`src/rtl/cpu6502_pkg.sv`:
```
// Shared 6502 definitions: addressing-mode codes, address mux select map and
// the operand/effective-address sequencer state encoding.
package cpu6502_pkg;

   localparam logic [2:0] AM_ZP   = 3'd0;
   localparam logic [2:0] AM_ZPX  = 3'd1;
   localparam logic [2:0] AM_ABS  = 3'd2;
   localparam logic [2:0] AM_ABSX = 3'd3;
   localparam logic [2:0] AM_ABSY = 3'd4;
   localparam logic [2:0] AM_INDX = 3'd5;
   localparam logic [2:0] AM_INDY = 3'd6;
   localparam logic [2:0] AM_IND  = 3'd7;

   localparam logic [2:0] SEL_PC          = 3'd0;
   localparam logic [2:0] SEL_DIR_ZP      = 3'd1;
   localparam logic [2:0] SEL_DIR         = 3'd2;
   localparam logic [2:0] SEL_INDIR_ZP    = 3'd3;
   localparam logic [2:0] SEL_INDIR_ZP_P1 = 3'd4;
   localparam logic [2:0] SEL_INDIR       = 3'd5;
   localparam logic [2:0] SEL_INDIR_P1    = 3'd6;
   localparam logic [2:0] SEL_STACK       = 3'd7;

   typedef enum logic [2:0] {
      ST_IDLE,
      ST_OPL,
      ST_OPH,
      ST_IDX,
      ST_PTRL,
      ST_PTRH,
      ST_FIX,
      ST_DONE
   } am_state_t;

   // Modes whose first operand byte is an address byte rather than a pointer byte.
   function automatic logic is_direct_mode(input logic [2:0] mode);
      return (mode == AM_ZP) || (mode == AM_ZPX) || (mode == AM_ABS) ||
             (mode == AM_ABSX) || (mode == AM_ABSY);
   endfunction

   // Modes indexed by Y instead of X.
   function automatic logic uses_y_index(input logic [2:0] mode);
      return (mode == AM_ABSY) || (mode == AM_INDY);
   endfunction

endpackage

```
`src/rtl/addr_mode_sequencer_if.sv`:
```
// Bundle between the decoder/memory side and the addressing-mode sequencer.
// master: drives start/mode/data/index registers; slave: the sequencer itself.
interface addr_mode_sequencer_if;

   logic       start;
   logic [2:0] mode;
   logic [7:0] data_in;
   logic [7:0] x_reg;
   logic [7:0] y_reg;
   logic [2:0] address_select;
   logic       pc_inc;
   logic [7:0] dirl;
   logic [7:0] dirh;
   logic [7:0] indirl;
   logic [7:0] indirh;
   logic       busy;
   logic       done;

   modport master (
      output start, mode, data_in, x_reg, y_reg,
      input  address_select, pc_inc, dirl, dirh, indirl, indirh, busy, done
   );

   modport slave (
      input  start, mode, data_in, x_reg, y_reg,
      output address_select, pc_inc, dirl, dirh, indirl, indirh, busy, done
   );

endinterface

```
`src/rtl/addr_mode_sequencer.sv`:
```
// Walks the 6502 operand / effective-address fetch for one instruction:
// reads operand bytes at PC, applies X/Y indexing, follows pointers and
// leaves the final EA in dirh/dirl with the matching mux select on done.
module addr_mode_sequencer
   import cpu6502_pkg::*;
(
   input logic                 clk,
   input logic                 reset,
   addr_mode_sequencer_if.slave bus
);

   am_state_t  state, state_next;
   logic [2:0] mode_q, mode_next;
   logic [7:0] dirl_q, dirl_next;
   logic [7:0] dirh_q, dirh_next;
   logic [7:0] indirl_q, indirl_next;
   logic [7:0] indirh_q, indirh_next;
   logic [2:0] sel;
   logic       pc_inc;
   logic       busy;
   logic       done;
   logic [7:0] add_a;
   logic [7:0] add_b;
   logic [8:0] add_sum;

   // Single shared index adder; the carry out flags a page crossing.
   always_comb begin
      add_a = dirl_q;
      add_b = bus.x_reg;
      if (uses_y_index(mode_q)) begin
         add_b = bus.y_reg;
      end
      if (state == ST_IDX && mode_q == AM_INDX) begin
         add_a = indirl_q;
      end
      add_sum = {1'b0, add_a} + {1'b0, add_b};
   end

   // Next-state, register next values and per-state mux select / strobes.
   always_comb begin
      state_next  = state;
      mode_next   = mode_q;
      dirl_next   = dirl_q;
      dirh_next   = dirh_q;
      indirl_next = indirl_q;
      indirh_next = indirh_q;
      sel         = SEL_PC;
      pc_inc      = 1'b0;
      busy        = 1'b1;
      done        = 1'b0;

      case (state)
         ST_IDLE: begin
            busy = 1'b0;
            if (bus.start) begin
               mode_next  = bus.mode;
               state_next = ST_OPL;
            end
         end

         ST_OPL: begin
            pc_inc = 1'b1;
            if (is_direct_mode(mode_q)) begin
               dirl_next = bus.data_in;
            end else begin
               indirl_next = bus.data_in;
            end
            case (mode_q)
               AM_ZP:           state_next = ST_DONE;
               AM_ZPX, AM_INDX: state_next = ST_IDX;
               AM_INDY:         state_next = ST_PTRL;
               default:         state_next = ST_OPH;
            endcase
         end

         ST_OPH: begin
            pc_inc = 1'b1;
            if (mode_q == AM_IND) begin
               indirh_next = bus.data_in;
               state_next  = ST_PTRL;
            end else if (mode_q == AM_ABS) begin
               dirh_next  = bus.data_in;
               state_next = ST_DONE;
            end else begin
               dirh_next  = bus.data_in;
               dirl_next  = add_sum[7:0];
               state_next = add_sum[8] ? ST_FIX : ST_DONE;
            end
         end

         ST_IDX: begin
            if (mode_q == AM_INDX) begin
               indirl_next = add_sum[7:0];
               state_next  = ST_PTRL;
            end else begin
               dirl_next  = add_sum[7:0];
               state_next = ST_DONE;
            end
         end

         ST_PTRL: begin
            sel        = (mode_q == AM_IND) ? SEL_INDIR : SEL_INDIR_ZP;
            dirl_next  = bus.data_in;
            state_next = ST_PTRH;
         end

         ST_PTRH: begin
            sel       = (mode_q == AM_IND) ? SEL_INDIR_P1 : SEL_INDIR_ZP_P1;
            dirh_next = bus.data_in;
            if (mode_q == AM_INDY) begin
               dirl_next  = add_sum[7:0];
               state_next = add_sum[8] ? ST_FIX : ST_DONE;
            end else begin
               state_next = ST_DONE;
            end
         end

         ST_FIX: begin
            sel        = SEL_DIR;
            dirh_next  = dirh_q + 8'd1;
            state_next = ST_DONE;
         end

         ST_DONE: begin
            sel        = (mode_q == AM_ZP || mode_q == AM_ZPX) ? SEL_DIR_ZP : SEL_DIR;
            done       = 1'b1;
            state_next = ST_IDLE;
         end

         default: begin
            busy       = 1'b0;
            state_next = ST_IDLE;
         end
      endcase
   end

   // State and operand registers; reset abandons any sequence in flight.
   always_ff @(posedge clk) begin
      if (reset) begin
         state    <= ST_IDLE;
         mode_q   <= AM_ZP;
         dirl_q   <= 8'h00;
         dirh_q   <= 8'h00;
         indirl_q <= 8'h00;
         indirh_q <= 8'h00;
      end else begin
         state    <= state_next;
         mode_q   <= mode_next;
         dirl_q   <= dirl_next;
         dirh_q   <= dirh_next;
         indirl_q <= indirl_next;
         indirh_q <= indirh_next;
      end
   end

   assign bus.address_select = sel;
   assign bus.pc_inc         = pc_inc;
   assign bus.busy           = busy;
   assign bus.done           = done;
   assign bus.dirl           = dirl_q;
   assign bus.dirh           = dirh_q;
   assign bus.indirl         = indirl_q;
   assign bus.indirh         = indirh_q;

endmodule

```
`src/flat_wrapper.sv`:
```
// flat-port wrapper written by rule: the top's interface ports become plain ports
module addr_mode_sequencer_flat import cpu6502_pkg::*;
  (clk, reset, bus_start, bus_mode, bus_data_in, bus_x_reg, bus_y_reg, bus_address_select, bus_pc_inc, bus_dirl, bus_dirh, bus_indirl, bus_indirh, bus_busy, bus_done);
  addr_mode_sequencer_if bus_i ();
  input logic clk;
  input logic reset;
  input wire logic [$bits(bus_i.start)-1:0] bus_start;
  input wire logic [$bits(bus_i.mode)-1:0] bus_mode;
  input wire logic [$bits(bus_i.data_in)-1:0] bus_data_in;
  input wire logic [$bits(bus_i.x_reg)-1:0] bus_x_reg;
  input wire logic [$bits(bus_i.y_reg)-1:0] bus_y_reg;
  output wire logic [$bits(bus_i.address_select)-1:0] bus_address_select;
  output wire logic [$bits(bus_i.pc_inc)-1:0] bus_pc_inc;
  output wire logic [$bits(bus_i.dirl)-1:0] bus_dirl;
  output wire logic [$bits(bus_i.dirh)-1:0] bus_dirh;
  output wire logic [$bits(bus_i.indirl)-1:0] bus_indirl;
  output wire logic [$bits(bus_i.indirh)-1:0] bus_indirh;
  output wire logic [$bits(bus_i.busy)-1:0] bus_busy;
  output wire logic [$bits(bus_i.done)-1:0] bus_done;
  assign bus_i.start = bus_start;
  assign bus_i.mode = bus_mode;
  assign bus_i.data_in = bus_data_in;
  assign bus_i.x_reg = bus_x_reg;
  assign bus_i.y_reg = bus_y_reg;
  assign bus_address_select = bus_i.address_select;
  assign bus_pc_inc = bus_i.pc_inc;
  assign bus_dirl = bus_i.dirl;
  assign bus_dirh = bus_i.dirh;
  assign bus_indirl = bus_i.indirl;
  assign bus_indirh = bus_i.indirh;
  assign bus_busy = bus_i.busy;
  assign bus_done = bus_i.done;
  addr_mode_sequencer u_core (.clk(clk), .reset(reset), .bus(bus_i));
endmodule
```
`config.mk`:
```
export PLATFORM = sky130hd
export DESIGN_NAME = addr_mode_sequencer_flat
export DESIGN_NICKNAME = d
export VERILOG_FILES = /design/src/rtl/cpu6502_pkg.sv /design/src/rtl/addr_mode_sequencer_if.sv /design/src/rtl/addr_mode_sequencer.sv /design/src/flat_wrapper.sv
export SDC_FILE = /design/constraint.sdc
export NUM_CORES = 1
export LEC_CHECK = 0
export CORE_ASPECT_RATIO = 0.8
export CORE_MARGIN = 5
export CORE_UTILIZATION = 46
export CTS_CLUSTER_DIAMETER = 150
export DETAILED_ROUTE_END_ITERATION = 16
export PLACE_DENSITY = 0.77
export SLEW_MARGIN = 5
export SYNTH_ARGS = -nofsm -noshare
export SYNTH_HDL_FRONTEND = slang
export SYNTH_SLANG_ARGS = --single-unit
```
`constraint.sdc`:
```
create_clock -name clk -period 3.5 [get_ports clk]
set_input_delay 0.525 -clock clk [delete_from_list [all_inputs] [get_ports clk]]
set_output_delay 0.525 -clock clk [all_outputs]
set_load 0.05 [all_outputs]
```
Yosys cells after proc, flatten, opt, wreduce, memory -nomap -nowiden
Index checks and enable logic that the tools add are counted.
Storage, ports and cells
  register bits after elaboration: 38
  output and inout port bits: 38
  memories kept: 0
  bits in writable memories: 0
  bits of input ports: 30
  word-level logic and storage cells: 76
  memory bits (read-only): 0
  bits in latches: 0
Operators by class
  add/subtract/negate cells: 2
  order comparisons: 0
  reductions and logical operators: 18
  divide/modulo/power cells: 0
  shifts and indexed selects: 0
  multipliers: 0
  equal/unequal tests: 22
  bitwise operators: 0
  muxes and demuxes: 28
Operators with widths (number)
  two-way mux 8 bit: 10
  one-hot mux 8 bit (5 select lines): 1
  == test 3 bit (second input constant): 8
  one-hot mux 3 bit (8 select lines): 1
  one-hot mux 8 bit (3 select lines): 1
  one-hot mux 8 bit (2 select lines): 1
  two-way mux 3 bit: 5
  == test 3 x 2 -> 1 bit (second input constant): 4
  inequality test 2 bit (second input constant): 6
  one-hot mux 3 bit (4 select lines): 1
  adder 8 x 8 -> 9 bit: 1
  one-hot mux 3 bit (3 select lines): 1
  adder 8 x 1 -> 8 bit (second input constant): 1
  == test 3 x 1 -> 1 bit (second input constant): 2
  zero test 3 bit: 2
  two-way mux 2 bit: 3
  AND reduction 2 bit: 3
  AND reduction 6 bit: 1
  logical OR 1 bit: 5
  nonzero test 5 bit: 1
  two-way mux 1 bit: 4
  inequality test 2 x 1 -> 1 bit (second input constant): 2
  OR reduction 2 bit: 2
  AND reduction 3 bit: 1
  3 further kinds: 3

Longest topological paths before layout
  word-level depth: 8
  mapped depth: 11
  gate-level depth less buffers: 10

Least setup slack after synthesis
No wires, ideal clock.
  path type: flip-flop to flip-flop
  start: register u_core.state[1]
  end: register u_core.indirl_q[6] (netlist: u_core.bus.indirl[6])
  library setup time: 0.133 ns
  required time: 3.367 ns
  path buffers: 1
  slack: 0.440 ns
  clock period less this slack: 3.060 ns
  stages on the path, launching flop included: 12
  arrival: 2.927 ns
  path through: dfxtp_1 buf_2 nand3b_1 nor3_2 mux2_2 ha_1 fa_1 a211oi_1 o21bai_1 a21oi_1 xor2_1 o22ai_1
On the way
  cells in the longest elaborated chain, start to end: 6
  elaborated cells on any way between the ends: 11
  those cells by class: add/sub: 1; eq/ne: 4; mux: 3; reduce/logical: 3
RTL lines
  start: declaration: RTL line addr_mode_sequencer.sv:12  | am_state_t state, state_next;
  start signal: assignment: RTL line addr_mode_sequencer.sv:147  | state <= state_next;
  == test 3 x 2 -> 1 bit: RTL line addr_mode_sequencer.sv:33, addr_mode_sequencer.sv:52
  logical AND 1 bit: RTL line addr_mode_sequencer.sv:33  | if (state == ST_IDX && mode_q == AM_INDX) begin
  two-way mux 8 bit: RTL line addr_mode_sequencer.sv:33
  adder 8 x 8 -> 9 bit: RTL line addr_mode_sequencer.sv:36  | add_sum = {1'b0, add_a} + {1'b0, add_b};
  two-way mux 8 bit: RTL line addr_mode_sequencer.sv:92  | if (mode_q == AM_INDX) begin
  one-hot mux 8 bit (2 select lines): RTL line addr_mode_sequencer.sv:52  | case (state)
  end signal: assignment: RTL line addr_mode_sequencer.sv:151  | indirl_q <= indirl_next;
  end: declaration: RTL line addr_mode_sequencer.sv:16  | logic [7:0] indirl_q, indirl_next;
Parallel ways exist; a longest one is shown, timed or not. The select of a mux whose other input is x is not followed.
A chain may end at the register's enable or synchronous reset.

Worst setup path in the final report
  start: register u_core.state[2]
  end: register u_core.indirl_q[6] (netlist: u_core.bus.indirl[6])
Same word-level chain as after synthesis.

==> results.cfg <==
[drt]
drc = 0
dr.pass1.iters = 5
num_vias = 2488
antenna_left = 0
via_per_inst = 5.65
drt_wl_total_microns = 7020
drtIter0Drc = 120
wire_per_inst_microns = 16.0

[grt]
overflow = 0
grt_pass1_wl_microns = 11500
grt_start_max_net_pins = 23
antenna_found_initial = 0
track_usage_pct = 19.7
grt_pass1_vias = 2319

[sta]
finClkSkew_ns = 0.00530
hold-worst-slack_ns = 0.478
tightest_slew_ns = 0.992
fin_crit_ns = 2.94
setup_tns_ns = 0
drv_slew = 0
setup_viol = 0
rsz0062_at_grt = false
fmax_ghz = 0.340
hold_viol_final = 0
fin_crit_sh_pct = 84.0
maxSlewHeadroom_pct = 33.4

[pwr]
p_sw_mw = 1.18
p_leak_nw = 1.30
p_seq_share_pct = 24.2
ir_drop_mv = 0.463
power_frac_comb_pct = 62.5
swShare_pct = 48.3
internal-power_mw = 1.26
clockPowerShare_pct = 13.3
p_per_area_nw_per_um2 = 722
power_mw = 2.44

[floorplanning]
core.rowCount = 24
start_util_pct = 47.0
die_w_microns = 93.1
die_h_microns = 76.4
coreArea_sq_um = 5410
ios = 68
die_area_sq_um = 7110

[place]
port_buffers = 67
place_area_sq_um = 3280
gp_congestion = 0.873
dp_hpwl_microns = 5260

[clocking]
path_clk_slew_ns = 0.08
cts.sinks = 38
post_cts_resized = 0
htreeDepth = 2
clockBufferDepth = 2
post_cts_buffers = 0
cts_tree = done
cts-buffers-inserted = 5
root_buffer = clkbuf_8
hold_buffers = 0
insertion_delay_ns = 0.30

[critical_path]
worst_path_largest_cell_delay_ns = 0.46
reg2reg_slack_ns = 0.56
crit_path_end = u_core.bus.indirl[6]
cp-start-kind = register
r2r-end = u_core.bus.indirl[6]
critPathBufInv = 1
cp_slowest_cell = fa_1
crit_type = register to register
cp_data_arrival_time_ns = 3.09
path_cells = nand3b_1 -> nor3_2 -> buf_4 -> mux2_2 -> fa_1 -> a211oi_1 -> o21bai_1 -> a21oi_1 -> xor2_1 -> o22ai_1
crit_family = compound AO/OA/AOI/OAI gates
r2r-start = u_core.state[2]
reg2reg_depth = 10
cp.depth = 10
required_ns = 3.65
crit_path_end_kind = register
critPathMaxFanout = 9
crit_path_start = u_core.state[2]

[layout]
num_antenna_cells = 0
design_area_sq_um = 3380
final_common_cell = clkdlybuf4s50_1
drive_gt1_share_pct = 12.0
layout_common_cells = clkdlybuf4s50_1, nor2_1, dfxtp_1, nand2_1
final_nets = 414
area_growth_pct = 33.0

[synthesis]
synth_cell_types = 53
ys_ff_latch = 38
synth-edff-count = 0
synth_ff_type = dfxtp_1
syn_area_sq_um = 2540
ys.warnings.count = 0
syn_inst = 308
ys_seq_area_share_pct = 30.0
postSynthNetCount = 348
syn_area_per_cell_sq_um = 8.24
async_flop_share_pct = 0

[hold_path]
worstHoldStart = u_core.bus.dirl[2]
hp-class = register to register
min_path_cells = 2

[run_status]
status = complete, no violations

[run]
max_cap_violations = 0
==> state kept, by name, indices dropped and copies added (netlist names) <==
name	cells
u_core.bus.dirh	8
u_core.bus.dirl	8
u_core.bus.indirh	8
u_core.bus.indirl	8
u_core.mode_q	3
u_core.state	3
==> per-stage QoR <==
step	instances	setup WS (ns)	util (%)
global route	440	0.336	62.5
finish	440	0.560	62.5
global placement	432	0.570	60.7
floorplan	308	0.440	-
detailed placement	432	0.490	60.7
CTS	440	0.553	62.5
==> cells by family after synthesis <==
family / share of synthesized area, %
muxes: 13.8
xor gates and xnor gates: 2.07
and+or+nand+nor: 22.4
buffers and inverters: 4.78
adders and majority gates: 5.62
AOI/OAI and AO/OA: 21.3
DFF: 30.0
==> worst min path at each step <==
stage                               to  slack (ns)
global route        u_core.bus.dirl[2]        0.52
global placement    u_core.bus.dirl[2]        0.47
CTS                 u_core.bus.dirl[2]        0.48
detailed placement  u_core.bus.dirl[2]        0.46
finish              u_core.bus.dirl[2]        0.48
floorplan             u_core.mode_q[0]        0.61
==> worst min-delay path: stages, from the launching register on <==
cell and delay, ns:
dfxtp_1 0.33, nand2_1 0.06, a21oi_1 0.05
==> final cells by class <==
class | instances | area [sq um]
fillers | 474 | 2030
multi-input cells | 244 | 1660
flip-flops and latches | 38 | 761
repair buffers | 79 | 761
clock buffers | 6 | 82.6
well taps | 65 | 81.3
inverters | 6 | 22.5
clock inverters | 2 | 12.5
==> power groups by stage <==
stage	clock, mW	combinational, mW	sequential [mW]
final	0.324	1.52	0.591
after global placement	0	1.49	0.597
after floorplan	0	0.890	0.824
after detailed placement	0	1.51	0.599
after CTS	0.335	1.52	0.591
after global routing	0.356	1.63	0.606
==> routing by layer <==
metal	wire, microns	vias up	track usage [%]
met4	139	0	7.17
met1	3200	1138	27.9
met5	0	-	0
met2	3110	99	28.8
li1	-	1238	-
met3	580	13	4.64
==> cells in the mapped netlist, types with 3 or more instances <==
library cell   n  share of area, %
inv_1          6              0.89
nor2b_1        3              0.74
a22o_1         3               1.0
buf_2          7               1.4
nand3_1        7               1.4
o21ai_0       17               3.4
a211oi_1       4               1.2
a22oi_1        6               1.8
mux2_2        16               7.1
clkbuf_1      11               1.6
mux2i_1       17               6.7
or3_1          3              0.74
nand3b_1       3              0.89
a31oi_1        4              0.99
ha_1           9               4.4
o21bai_1       3              0.89
o21ai_1        3              0.59
nand2_1       28               4.1
a311oi_1       5               1.7
nand2b_1      10               2.5
and3_1         5               1.2
xor2_1         5               1.7
a21oi_1       12               2.4
dfxtp_1       38                30
nor2_1        43               6.4
nor3_1         6               1.2
Power figures use the tool's default switching activity.
